$ cat src/rtl/exc_commit_ctrl_pkg.sv
// Package: exc_pkg
// Shared types, exception code constants and code-classification helpers
// for the exception/ERET commit controller.
//   word_t       : 32-bit datapath word
//   exc_state_e  : controller FSM states (IDLE, COMMIT, DRAIN, REDIRECT)
//   EXC_*        : priority encoder output codes
//   EXC_VECTOR_DEFAULT : general exception entry PC
package exc_pkg;

  typedef logic [31:0] word_t;

  typedef enum logic [1:0] {
    IDLE     = 2'd0,
    COMMIT   = 2'd1,
    DRAIN    = 2'd2,
    REDIRECT = 2'd3
  } exc_state_e;

  localparam word_t EXC_INT  = 32'h0000_0001;
  localparam word_t EXC_ADEL = 32'h0000_0004;
  localparam word_t EXC_ADES = 32'h0000_0005;
  localparam word_t EXC_SYS  = 32'h0000_0008;
  localparam word_t EXC_BP   = 32'h0000_0009;
  localparam word_t EXC_RI   = 32'h0000_000A;
  localparam word_t EXC_OV   = 32'h0000_000C;
  localparam word_t EXC_TR   = 32'h0000_000D;
  localparam word_t EXC_ERET = 32'h0000_000E;

  localparam word_t EXC_VECTOR_DEFAULT = 32'hBFC0_0380;

  // True for codes that enter the exception vector (ERET is not one of them).
  function automatic logic is_exc_code(input word_t code);
    case (code)
      EXC_INT, EXC_ADEL, EXC_ADES, EXC_SYS,
      EXC_BP, EXC_RI, EXC_OV, EXC_TR: return 1'b1;
      default:                        return 1'b0;
    endcase
  endfunction

  // Address errors are the only codes that also record BadVAddr.
  function automatic logic is_badvaddr_code(input word_t code);
    return (code == EXC_ADEL) || (code == EXC_ADES);
  endfunction

endpackage

$ cat src/rtl/exc_commit_ctrl_if.sv
// Interface: exc_commit_ctrl_if
// Bundles the commit-stage event inputs, CP0 update outputs, pipeline
// control outputs and the fetch redirect handshake.
//   master : commit stage / CP0 / fetch side (drives *_i, observes *_o)
//   slave  : exc_commit_ctrl (observes *_i, drives *_o)
interface exc_commit_ctrl_if;
  import exc_pkg::*;

  word_t       exc_code_i;
  logic        exc_valid_i;
  word_t       exc_pc_i;
  logic        exc_bd_i;
  word_t       exc_badvaddr_i;
  logic        cp0_status_exl_i;
  word_t       cp0_epc_i;
  logic        mem_busy_i;
  logic        redirect_ready_i;

  logic        flush_o;
  logic        stall_o;
  logic        cp0_exc_we_o;
  logic        cp0_epc_we_o;
  word_t       cp0_epc_o;
  logic        cp0_bd_o;
  logic [4:0]  cp0_exccode_o;
  logic        cp0_badvaddr_we_o;
  word_t       cp0_badvaddr_o;
  logic        cp0_eret_o;
  logic        redirect_valid_o;
  word_t       redirect_pc_o;

  modport master (
    output exc_code_i, exc_valid_i, exc_pc_i, exc_bd_i, exc_badvaddr_i,
           cp0_status_exl_i, cp0_epc_i, mem_busy_i, redirect_ready_i,
    input  flush_o, stall_o, cp0_exc_we_o, cp0_epc_we_o, cp0_epc_o,
           cp0_bd_o, cp0_exccode_o, cp0_badvaddr_we_o, cp0_badvaddr_o,
           cp0_eret_o, redirect_valid_o, redirect_pc_o
  );

  modport slave (
    input  exc_code_i, exc_valid_i, exc_pc_i, exc_bd_i, exc_badvaddr_i,
           cp0_status_exl_i, cp0_epc_i, mem_busy_i, redirect_ready_i,
    output flush_o, stall_o, cp0_exc_we_o, cp0_epc_we_o, cp0_epc_o,
           cp0_bd_o, cp0_exccode_o, cp0_badvaddr_we_o, cp0_badvaddr_o,
           cp0_eret_o, redirect_valid_o, redirect_pc_o
  );

endinterface

$ cat src/rtl/exc_commit_ctrl.sv
// Module: exc_commit_ctrl
// Sequences exception entry and ERET from the commit stage: latches the
// event context, pulses the CP0 update strobes for one cycle, holds a
// pipeline flush while data-memory traffic drains, then presents the
// redirect PC to fetch over a valid/ready handshake.
// Ports:
//   clk_i       : clock
//   rst_i       : asynchronous active-high reset
//   bus         : exc_commit_ctrl_if.slave (event in, CP0/flush/redirect out)
//   exc_count_o : exception entry count (only with EXC_COMMIT_CTRL_PERF_CNT_EN)
// Parameters:
//   EXC_VECTOR  : general exception entry PC
//   ERET_CODE   : encoder value meaning ERET
// Build option:
//   EXC_COMMIT_CTRL_PERF_CNT_EN : adds the wrapping 32-bit exception counter
module exc_commit_ctrl
  import exc_pkg::*;
#(
  parameter word_t EXC_VECTOR = EXC_VECTOR_DEFAULT,
  parameter word_t ERET_CODE  = EXC_ERET
) (
  input  logic                 clk_i,
  input  logic                 rst_i,
  exc_commit_ctrl_if.slave     bus
`ifdef EXC_COMMIT_CTRL_PERF_CNT_EN
  , output logic [31:0]        exc_count_o
`endif
);

  exc_state_e state_q;
  logic       eret_q;
  word_t      eret_target_q;

  logic       flush_q;
  logic       stall_q;
  logic       exc_we_q;
  logic       epc_we_q;
  word_t      epc_q;
  logic       bd_q;
  logic [4:0] exccode_q;
  logic       badvaddr_we_q;
  word_t      badvaddr_q;
  logic       eret_pulse_q;
  logic       redirect_valid_q;
  word_t      redirect_pc_q;

  logic       in_is_exc;
  logic       in_is_eret;

  assign in_is_exc  = is_exc_code(bus.exc_code_i);
  assign in_is_eret = (bus.exc_code_i == ERET_CODE);

  // Single FSM with registered outputs. The CP0 value/strobe registers are
  // loaded on the accept edge so they are visible during COMMIT and are
  // cleared on leaving COMMIT, giving one-cycle pulses. The EPC target for
  // ERET is captured at accept time so later CP0 writes cannot move it.
  always_ff @(posedge clk_i or posedge rst_i) begin
    if (rst_i) begin
      state_q          <= IDLE;
      eret_q           <= 1'b0;
      eret_target_q    <= '0;
      flush_q          <= 1'b0;
      stall_q          <= 1'b0;
      exc_we_q         <= 1'b0;
      epc_we_q         <= 1'b0;
      epc_q            <= '0;
      bd_q             <= 1'b0;
      exccode_q        <= '0;
      badvaddr_we_q    <= 1'b0;
      badvaddr_q       <= '0;
      eret_pulse_q     <= 1'b0;
      redirect_valid_q <= 1'b0;
      redirect_pc_q    <= '0;
    end else begin
      case (state_q)
        IDLE: begin
          if (bus.exc_valid_i && (in_is_exc || in_is_eret)) begin
            state_q       <= COMMIT;
            flush_q       <= 1'b1;
            stall_q       <= 1'b1;
            eret_q        <= in_is_eret;
            eret_target_q <= bus.cp0_epc_i;
            if (in_is_eret) begin
              eret_pulse_q <= 1'b1;
            end else begin
              exc_we_q  <= 1'b1;
              exccode_q <= bus.exc_code_i[4:0];
              // Nested exception: EPC and BD keep the outer handler's values.
              if (!bus.cp0_status_exl_i) begin
                epc_we_q <= 1'b1;
                epc_q    <= bus.exc_bd_i ? (bus.exc_pc_i - 32'd4) : bus.exc_pc_i;
                bd_q     <= bus.exc_bd_i;
              end
              if (is_badvaddr_code(bus.exc_code_i)) begin
                badvaddr_we_q <= 1'b1;
                badvaddr_q    <= bus.exc_badvaddr_i;
              end
            end
          end
        end
        COMMIT: begin
          state_q       <= DRAIN;
          exc_we_q      <= 1'b0;
          epc_we_q      <= 1'b0;
          epc_q         <= '0;
          bd_q          <= 1'b0;
          exccode_q     <= '0;
          badvaddr_we_q <= 1'b0;
          badvaddr_q    <= '0;
          eret_pulse_q  <= 1'b0;
        end
        DRAIN: begin
          if (!bus.mem_busy_i) begin
            state_q          <= REDIRECT;
            redirect_valid_q <= 1'b1;
            redirect_pc_q    <= eret_q ? eret_target_q : EXC_VECTOR;
          end
        end
        REDIRECT: begin
          if (bus.redirect_ready_i) begin
            state_q          <= IDLE;
            flush_q          <= 1'b0;
            stall_q          <= 1'b0;
            redirect_valid_q <= 1'b0;
            redirect_pc_q    <= '0;
            eret_q           <= 1'b0;
            eret_target_q    <= '0;
          end
        end
        default: state_q <= IDLE;
      endcase
    end
  end

`ifdef EXC_COMMIT_CTRL_PERF_CNT_EN
  // Counts exception entries (ERET excluded), once per COMMIT cycle.
  always_ff @(posedge clk_i or posedge rst_i) begin
    if (rst_i) begin
      exc_count_o <= '0;
    end else if (state_q == COMMIT && !eret_q) begin
      exc_count_o <= exc_count_o + 32'd1;
    end
  end
`else
  // No exception counter in this build.
`endif

  assign bus.flush_o           = flush_q;
  assign bus.stall_o           = stall_q;
  assign bus.cp0_exc_we_o      = exc_we_q;
  assign bus.cp0_epc_we_o      = epc_we_q;
  assign bus.cp0_epc_o         = epc_q;
  assign bus.cp0_bd_o          = bd_q;
  assign bus.cp0_exccode_o     = exccode_q;
  assign bus.cp0_badvaddr_we_o = badvaddr_we_q;
  assign bus.cp0_badvaddr_o    = badvaddr_q;
  assign bus.cp0_eret_o        = eret_pulse_q;
  assign bus.redirect_valid_o  = redirect_valid_q;
  assign bus.redirect_pc_o     = redirect_pc_q;

endmodule

$ cat src/flat_wrapper.sv
// flat-port wrapper written by rule: the top's interface ports become plain ports
module exc_commit_ctrl_flat import exc_pkg::*;
#(
  parameter word_t EXC_VECTOR = EXC_VECTOR_DEFAULT,
  parameter word_t ERET_CODE  = EXC_ERET
)
  (clk_i, rst_i, bus_exc_code_i, bus_exc_valid_i, bus_exc_pc_i, bus_exc_bd_i, bus_exc_badvaddr_i, bus_cp0_status_exl_i, bus_cp0_epc_i, bus_mem_busy_i, bus_redirect_ready_i, bus_flush_o, bus_stall_o, bus_cp0_exc_we_o, bus_cp0_epc_we_o, bus_cp0_epc_o, bus_cp0_bd_o, bus_cp0_exccode_o, bus_cp0_badvaddr_we_o, bus_cp0_badvaddr_o, bus_cp0_eret_o, bus_redirect_valid_o, bus_redirect_pc_o);
  exc_commit_ctrl_if bus_i ();
  input  logic clk_i;
  input  logic rst_i;
  input wire logic [$bits(bus_i.exc_code_i)-1:0] bus_exc_code_i;
  input wire logic [$bits(bus_i.exc_valid_i)-1:0] bus_exc_valid_i;
  input wire logic [$bits(bus_i.exc_pc_i)-1:0] bus_exc_pc_i;
  input wire logic [$bits(bus_i.exc_bd_i)-1:0] bus_exc_bd_i;
  input wire logic [$bits(bus_i.exc_badvaddr_i)-1:0] bus_exc_badvaddr_i;
  input wire logic [$bits(bus_i.cp0_status_exl_i)-1:0] bus_cp0_status_exl_i;
  input wire logic [$bits(bus_i.cp0_epc_i)-1:0] bus_cp0_epc_i;
  input wire logic [$bits(bus_i.mem_busy_i)-1:0] bus_mem_busy_i;
  input wire logic [$bits(bus_i.redirect_ready_i)-1:0] bus_redirect_ready_i;
  output wire logic [$bits(bus_i.flush_o)-1:0] bus_flush_o;
  output wire logic [$bits(bus_i.stall_o)-1:0] bus_stall_o;
  output wire logic [$bits(bus_i.cp0_exc_we_o)-1:0] bus_cp0_exc_we_o;
  output wire logic [$bits(bus_i.cp0_epc_we_o)-1:0] bus_cp0_epc_we_o;
  output wire logic [$bits(bus_i.cp0_epc_o)-1:0] bus_cp0_epc_o;
  output wire logic [$bits(bus_i.cp0_bd_o)-1:0] bus_cp0_bd_o;
  output wire logic [$bits(bus_i.cp0_exccode_o)-1:0] bus_cp0_exccode_o;
  output wire logic [$bits(bus_i.cp0_badvaddr_we_o)-1:0] bus_cp0_badvaddr_we_o;
  output wire logic [$bits(bus_i.cp0_badvaddr_o)-1:0] bus_cp0_badvaddr_o;
  output wire logic [$bits(bus_i.cp0_eret_o)-1:0] bus_cp0_eret_o;
  output wire logic [$bits(bus_i.redirect_valid_o)-1:0] bus_redirect_valid_o;
  output wire logic [$bits(bus_i.redirect_pc_o)-1:0] bus_redirect_pc_o;
  assign bus_i.exc_code_i = bus_exc_code_i;
  assign bus_i.exc_valid_i = bus_exc_valid_i;
  assign bus_i.exc_pc_i = bus_exc_pc_i;
  assign bus_i.exc_bd_i = bus_exc_bd_i;
  assign bus_i.exc_badvaddr_i = bus_exc_badvaddr_i;
  assign bus_i.cp0_status_exl_i = bus_cp0_status_exl_i;
  assign bus_i.cp0_epc_i = bus_cp0_epc_i;
  assign bus_i.mem_busy_i = bus_mem_busy_i;
  assign bus_i.redirect_ready_i = bus_redirect_ready_i;
  assign bus_flush_o = bus_i.flush_o;
  assign bus_stall_o = bus_i.stall_o;
  assign bus_cp0_exc_we_o = bus_i.cp0_exc_we_o;
  assign bus_cp0_epc_we_o = bus_i.cp0_epc_we_o;
  assign bus_cp0_epc_o = bus_i.cp0_epc_o;
  assign bus_cp0_bd_o = bus_i.cp0_bd_o;
  assign bus_cp0_exccode_o = bus_i.cp0_exccode_o;
  assign bus_cp0_badvaddr_we_o = bus_i.cp0_badvaddr_we_o;
  assign bus_cp0_badvaddr_o = bus_i.cp0_badvaddr_o;
  assign bus_cp0_eret_o = bus_i.cp0_eret_o;
  assign bus_redirect_valid_o = bus_i.redirect_valid_o;
  assign bus_redirect_pc_o = bus_i.redirect_pc_o;
  exc_commit_ctrl #(.EXC_VECTOR(EXC_VECTOR), .ERET_CODE(ERET_CODE)) u_core (.clk_i(clk_i), .rst_i(rst_i), .bus(bus_i));
endmodule
$ cat config.mk
export PLATFORM = sky130hd
export DESIGN_NAME = exc_commit_ctrl_flat
export DESIGN_NICKNAME = d
export VERILOG_FILES = /design/src/rtl/exc_commit_ctrl_pkg.sv /design/src/rtl/exc_commit_ctrl_if.sv /design/src/rtl/exc_commit_ctrl.sv /design/src/flat_wrapper.sv
export SDC_FILE = /design/constraint.sdc
export NUM_CORES = 1
export LEC_CHECK = 0
export BUFFER_PORTS_ARGS = -buffer_cell sky130_fd_sc_hd__buf_2
export CORE_ASPECT_RATIO = 1.75
export CORE_MARGIN = 2
export CORE_UTILIZATION = 44
export CTS_CLUSTER_SIZE = 40
export DETAILED_ROUTE_END_ITERATION = 8
export PLACE_DENSITY_LB_ADDON = 0.12
export SYNTH_ARGS = -nofsm -noshare
export SYNTH_HDL_FRONTEND = slang
export SYNTH_SLANG_ARGS = --single-unit
export TNS_END_PERCENT = 30
$ cat constraint.sdc
create_clock -name clk_i -period 4.89 [get_ports clk_i]
set_input_delay 0.978 -clock clk_i [delete_from_list [all_inputs] [get_ports clk_i]]
set_output_delay 0.978 -clock clk_i [all_outputs]
set_load 0.05 [all_outputs]
==> results of run 1 <==
==> power groups by stage <==
| stage | clock [mW] | sequential, mW | combinational, mW |
|---|---|---|---|
| after CTS | 1.33 | 1.19 | 0.135 |
| after detailed placement | 0 | 1.21 | 0.134 |
| after global placement | 0 | 1.21 | 0.131 |
| after floorplan | 0 | 1.22 | 0.0451 |
| after global routing | 1.38 | 1.19 | 0.147 |
| final | 1.30 | 1.19 | 0.132 |
==> cells in the final DEF, fill, tap and decap left out, drive strengths merged, types with 6 or more instances in the layout <==
cell type	count
nand3	11
nor4	13
xor2	21
o21ai	9
nor2	11
a22o	80
clkinv	7
xnor2	8
nand4	6
dfrtp	143
or4	6
nand2	23
a21o	17
o2bb2ai	17
nor2b	19
clkbuf	17
nor3	19
inv	11
o31ai	18
buf	251
==> cell type report <==
class | count | area (sq um) | share of cell area
flip-flops and latches | 143 | 3580 | 0.432
multi-input cells | 335 | 2560 | 0.310
repair buffers | 251 | 1280 | 0.154
clock buffers | 17 | 425 | 0.0514
well taps | 180 | 225 | 0.0272
clock inverters | 13 | 164 | 0.0198
inverters | 10 | 42.5 | 0.00514
diodes | 1 | 2.50 | 0.000302
==> how the worst min path moves through the flow <==
stage                                 startpoint                           end  cells past startpoint
global route             u_core.bus.cp0_epc_o[8]       u_core.bus.cp0_epc_o[8]                      1
finish                   u_core.bus.cp0_epc_o[8]       u_core.bus.cp0_epc_o[8]                      1
CTS                 u_core.bus.redirect_pc_o[22]  u_core.bus.redirect_pc_o[22]                      2
floorplan                u_core.eret_target_q[0]   u_core.bus.redirect_pc_o[0]                      1
detailed placement       u_core.bus.cp0_epc_o[5]       u_core.bus.cp0_epc_o[5]                      1
global placement        u_core.bus.cp0_epc_o[11]      u_core.bus.cp0_epc_o[11]                      1
==> logic make-up (layout without fill, tap and decap cells) <==
logic type,count (synthesis),in the layout,share of synthesized area
compound gates,163,163,0.218
mux,4,4,0.00688
fa+ha+maj,5,5,0.00983
flops,143,143,0.562
xor+xnor,29,29,0.0399
other cells,0,1,0
buf+inv,51,291,0.0389
simple gates,134,134,0.124
==> layer usage <==
| layer | wire length, microns | track usage | up-vias | share of wire |
|---|---|---|---|---|
| met4 | 474 | 0.0955 | 0 | 0.027 |
| met5 | 0 | 0 | - | 0 |
| met3 | 1010 | 0.0567 | 32 | 0.058 |
| met1 | 6520 | 0.264 | 2588 | 0.38 |
| met2 | 9250 | 0.388 | 162 | 0.54 |
| li1 | - | - | 2436 | - |
==> state kept, by name, indices dropped and copies added, names as in the netlist <==
| register | cells |
|---|---|
| u_core.bus.cp0_badvaddr_o | 32 |
| u_core.bus.cp0_badvaddr_we_o | 1 |
| u_core.bus.cp0_bd_o | 1 |
| u_core.bus.cp0_epc_o | 32 |
| u_core.bus.cp0_epc_we_o | 1 |
| u_core.bus.cp0_eret_o | 1 |
| u_core.bus.cp0_exc_we_o | 1 |
| u_core.bus.cp0_exccode_o | 5 |
| u_core.bus.flush_o | 1 |
| u_core.bus.redirect_pc_o | 32 |
| u_core.bus.redirect_valid_o | 1 |
| u_core.eret_q | 1 |
| u_core.eret_target_q | 32 |
| u_core.state_q | 2 |
==> per-stage QoR <==
stage	instance area (sq um)	total power [mW]	util	hold slack, ns	setup WS, ns
global route	8280	2.71	0.579	0.492	1.38
CTS	8280	2.65	0.579	0.480	1.57
floorplan	6370	1.26	-	0.466	0.0741
detailed placement	7690	1.34	0.538	0.460	1.14
finish	8280	2.62	0.579	0.472	1.60
global placement	7690	1.34	0.538	0.456	1.19
==> flow_summary.toml, run 1 <==
[outcome]
status = "finished clean"

[routing]
viasPerCell = 5.49
routedWlPerCell_microns = 18.2
drt_wl_total_mm = 17.3
drt_iter0_drc = 208
post-route-drc-count = 0
ant_nets = 0
firstDrtPassIters = 4
vias = 5218

[worst_setup_path]
crit_path_max_incr_delay_ns = 0.82
crit_required_ns = 5.18
r2r_start = "u_core.state_q[0]"
critPathArrivalTime_ns = 3.57
worstSetupEndpointType = "register"
cpMaxStageDelayCell = "or4_1"
cpLargestDelayFamily = "simple AND/OR/NAND/NOR gates"
path_buf_inv = 1
regToRegSetupSlack_ns = 1.95
crit_cells = 6
worstPathMaxFanout = 31
ff2ff_path_depth = 5
start_kind = "primary input"
crit_path_end = "u_core.bus.cp0_badvaddr_o[22]"
criticalPathCategory = "in -> reg"
startpoint = "bus_exc_code_i[20]"
reg2reg_to = "u_core.eret_target_q[23]"
crit_chain = "buf_2 -> nor4_1 -> nand3_1 -> or4_1 -> o21a_1 -> a22o_1"

[logic_synthesis]
synth_top_area_frac = 0.562
synth_top_cells_by_area = "dfrtp_1, a22o_1, xor2_1"
synth_cell_types = 54
yosys.area.top_type = "dfrtp_1"
ys_async_sr_fraction = 1.00
synth.most_common_cell = "dfrtp_1"
seq_area_frac_synth = 0.562
synth_edf_count = 0
synth-main-ff-cell = "dfrtp_1"
synthTopCellsByCount = "dfrtp_1, a22o_1, nand2_1"
postSynthRegisterBits = 143
avgSynthCellArea_sq_um = 12.0
ys_warn_count = 0
syn_inst = 529
synth_area_sq_um = 6370
syn_nets = 669

[finish]
area_delta_synth_final_pct = 30.0
layout-drive-gt1-share = 0.402
nets = 898
layout.cells.non_filler = 950
num-fill-cells = 1263

[sta]
fin_tns_setup_ns = 0
worst_pin_slew_ns = 1.20
finalClockSkew_ns = 0.0117
maxSlewViolCount = 0
period_minus_slack_ns = 3.29
finalCritPeriodShare = 0.672
rsz0062_at_grt = "false"
hold_violations = 0
finalSetupViolCount = 0
slew_headroom = 0.198
max_freq_mhz = 304

[pwr]
power_density_nw_per_um2 = 316
power.share.clock = 0.496
seqPwrFrac = 0.454
comb_power_share = 0.050
power_switching_mw = 0.576
ir_drop_uv = 241
p_int_mw = 2.04
p_leak_nw = 4.38
switching_share = 0.220

[clocking]
cts_resized = 0
numCtsBuffers = 17
clk_latency_ns = 0.41
h-tree-depth = 4
path_clk_slew_ns = 0.06
clockBufferDepth = 2
cts_tree = "built"
clkSinkCount = 143
ctsRootBufferMaster = "clkbuf_16"
post-cts-setup-buffer-count = 0
ctsHoldBuffers = 0

[grt]
grt_overflow = 0
grt_pass1_wl_mm = 27.2
grt_pass1_vias = 5323
grt_max_degree = 122
grt_use_total = 0.226
antenna_found_initial = 1

[floorplanning]
die_h_microns = 163
die-area_sq_um = 15500
pin_count = 244
die_w_microns = 94.9
start_util = 0.445
core_area_sq_um = 14300
num_rows = 58

[placement]
place_hpwl_mm = 12.3
io_buffers = 243
gp_congestion = 0.809
place_inst = 919

[flow_run]
max_cap_viol_count = 0

[hold_path]
hp-class = "reg -> reg"
Note: power is estimated with default switching activity, not from simulation.
==> run 2: changes to the inputs <==
--- a/config.mk
+++ b/config.mk
@@ -5,10 +5,11 @@
 export SDC_FILE = /design/constraint.sdc
 export NUM_CORES = 1
 export LEC_CHECK = 0
+export ABC_AREA = 1
 export BUFFER_PORTS_ARGS = -buffer_cell sky130_fd_sc_hd__buf_2
 export CORE_ASPECT_RATIO = 1.75
 export CORE_MARGIN = 2
-export CORE_UTILIZATION = 44
+export CORE_UTILIZATION = 50
 export CTS_CLUSTER_SIZE = 40
 export DETAILED_ROUTE_END_ITERATION = 8
 export PLACE_DENSITY_LB_ADDON = 0.12
==> constraint.sdc (replaced) <==
create_clock -name clk_i -period 3.3 [get_ports clk_i]
set_input_delay 0.66 -clock clk_i [delete_from_list [all_inputs] [get_ports clk_i]]
set_output_delay 0.66 -clock clk_i [all_outputs]
set_load 0.05 [all_outputs]
==> run 2 against run 1 <==
Worst setup slack worse by 0.52 ns. Largest cell class unchanged. Final area is 10% higher. Routed wire length is 12% higher.
==> flow_summary.toml, run 2 <==
[logic_synthesis]
synth.most_common_cell = "nand2_1"
avgSynthCellArea_sq_um = 7.77
postSynthRegisterBits = 143
ys_async_sr_fraction = 1.00
syn_inst = 930
synth_edf_count = 0
synth_top_cells_by_area = "dfrtp_1, nand2_1, inv_1"
synth-main-ff-cell = "dfrtp_1"
yosys.area.top_type = "dfrtp_1"
seq_area_frac_synth = 0.495
synth_area_sq_um = 7230
synth_cell_types = 37
synth_top_area_frac = 0.495
syn_nets = 1070
synthTopCellsByCount = "nand2_1, dfrtp_1, inv_1"
ys_warn_count = 0

[finish]
layout-drive-gt1-share = 0.262
nets = 1298
layout_commonest_cell = "nand2_1"
area_delta_synth_final_pct = 26.0
layout.cells.non_filler = 1351
insertedDiodeCount = 0
final_cell_mix = "nand2_1, buf_2, dfrtp_1"

[clocking]
clk_latency_ns = 0.42
post-cts-setup-buffer-count = 0
h-tree-depth = 4
ctsRootBufferMaster = "clkbuf_16"
path_clk_slew_ns = 0.07
numCtsBuffers = 17
cts_tree = "built"
clkSinkCount = 143
clockBufferDepth = 2
cts_resized = 0
ctsHoldBuffers = 0

[pwr]
ir_drop_uv = 593
power.share.clock = 0.211
p_int_mw = 4.61
power_mw = 9.29
comb_power_share = 0.493
switching_share = 0.503
seqPwrFrac = 0.296
power_switching_mw = 4.68
p_leak_nw = 5.04
power_density_nw_per_um2 = 1020

[worst_setup_path]
worstSetupEndpointType = "register"
criticalPathCategory = "reg -> reg"
worstPathMaxFanout = 34
critPathArrivalTime_ns = 2.49
ff2ff_path_depth = 7
start_kind = "register"
crit_required_ns = 3.58

[floorplanning]
die-area_sq_um = 15500
die_w_microns = 94.9
pin_count = 244
start_util = 0.508
core_area_sq_um = 14200
num_rows = 58
die_h_microns = 163

[sta]
finalClockSkew_ns = 0.0107
slew_headroom = 0.509
hold_ws_ns = 0.335
finalSetupViolCount = 0
rsz0062_at_grt = "false"
hold_violations = 0
max_freq_mhz = 451
finalCritPeriodShare = 0.672
period_minus_slack_ns = 2.22
fin_tns_setup_ns = 0
worst_pin_slew_ns = 0.732
fin_ws_ns = 1.08
maxSlewViolCount = 0

[routing]
ant_nets = 0
routedWlPerCell_microns = 14.3
post-route-drc-count = 0
drt_iter0_drc = 253
vias = 6704
drt_wl_total_mm = 19.3
viasPerCell = 4.96
firstDrtPassIters = 4

[grt]
antenna_found_initial = 0
grt_overflow = 0
grt_use_total = 0.256
grt_max_degree = 71
grt_pass1_vias = 6578
grt_pass1_wl_mm = 30.9

[outcome]
status = "finished clean"

[placement]
gp_congestion = 0.940
io_buffers = 243
post-place-ws_ns = 0.724
place_hpwl_mm = 13.8
place_inst = 1319

[flow_run]
max_cap_viol_count = 0

[hold_path]
hp-class = "in -> async"
==> run 2: cell types whose count changed after synthesis, sizes merged, moves of 21 or more <==
cell and delta:
inv +100, o21ai +57, nand2 +302, nor2 +86, nand3b +31, nand3 +21
o22ai +31, a22o -80
==> run 2: area by class of cell <==
cell class	count	area, sq um
Timing Repair Buffer	251	1300
Sequential cell	143	3580
Clock inverter	15	174
Clock buffer	17	425
Inverter	110	417
Multi-Input combinational cell	635	2990
Fill cell	1348	5110
Tap cell	180	225
==> run 2: power groups by stage <==
stage / logic, mW / clock network, mW / registers, mW
6_report: 4.58 / 1.96 / 2.75
3_3_place_gp: 4.55 / 0 / 2.76
3_5_place_dp: 4.61 / 0 / 2.77
4_1_cts: 4.62 / 2.00 / 2.75
5_1_grt: 5.00 / 2.08 / 2.82
2_1_floorplan: 1.94 / 0 / 4.41
==> run 2: final timing paths <==
check / endpoint / slack [ns] / start
worst max-delay path: u_core.eret_target_q[16] / 1.08 / u_core.state_q[0]
worst min-delay path: u_core.bus.cp0_badvaddr_o[23] / 0.33 / rst_i
worst max register to register: u_core.eret_target_q[16] / 1.08 / u_core.state_q[0]
worst min register to register: u_core.bus.cp0_exccode_o[4] / 0.46 / u_core.bus.cp0_exccode_o[4]
max in group asynchronous: u_core.bus.redirect_pc_o[22] / 2.18 / rst_i
min in group clk_i: u_core.bus.cp0_exccode_o[4] / 0.46 / u_core.bus.cp0_exccode_o[4]
==> run 2: cells by family (layout without fill, tap and decap cells) <==
logic type      after synthesis  in the layout  share of synthesized area
simple gates                503            503                      0.298
xor+xnor                     14             14                     0.0170
buf+inv                     152            393                     0.0914
compound gates              113            113                     0.0898
flops                       143            143                      0.495
fa+ha+maj                     5              5                    0.00865
==> run 2: stage by stage <==
stage                     cell area, sq um  utilization
after floorplan                       7230            -
after global placement                8510        0.599
after detailed placement              8510        0.599
after CTS                             9110        0.641
after global routing                  9110        0.641
final                                 9110        0.641
==> run 2: critical path, cell delays in order (launching register included) <==
cell and delay (ns):
dfrtp_1 0.40, inv_1 0.11, ha_1 0.44, inv_1 0.14, nand2_1 0.11, nand3b_2 0.56, nand2_1 0.21, o21ai_0 0.10
==> run 2: layer usage <==
layer	GRT usage	share of wire
met4	0.117	0.037
met1	0.292	0.38
met5	0	0
met3	0.0517	0.057
met2	0.453	0.53
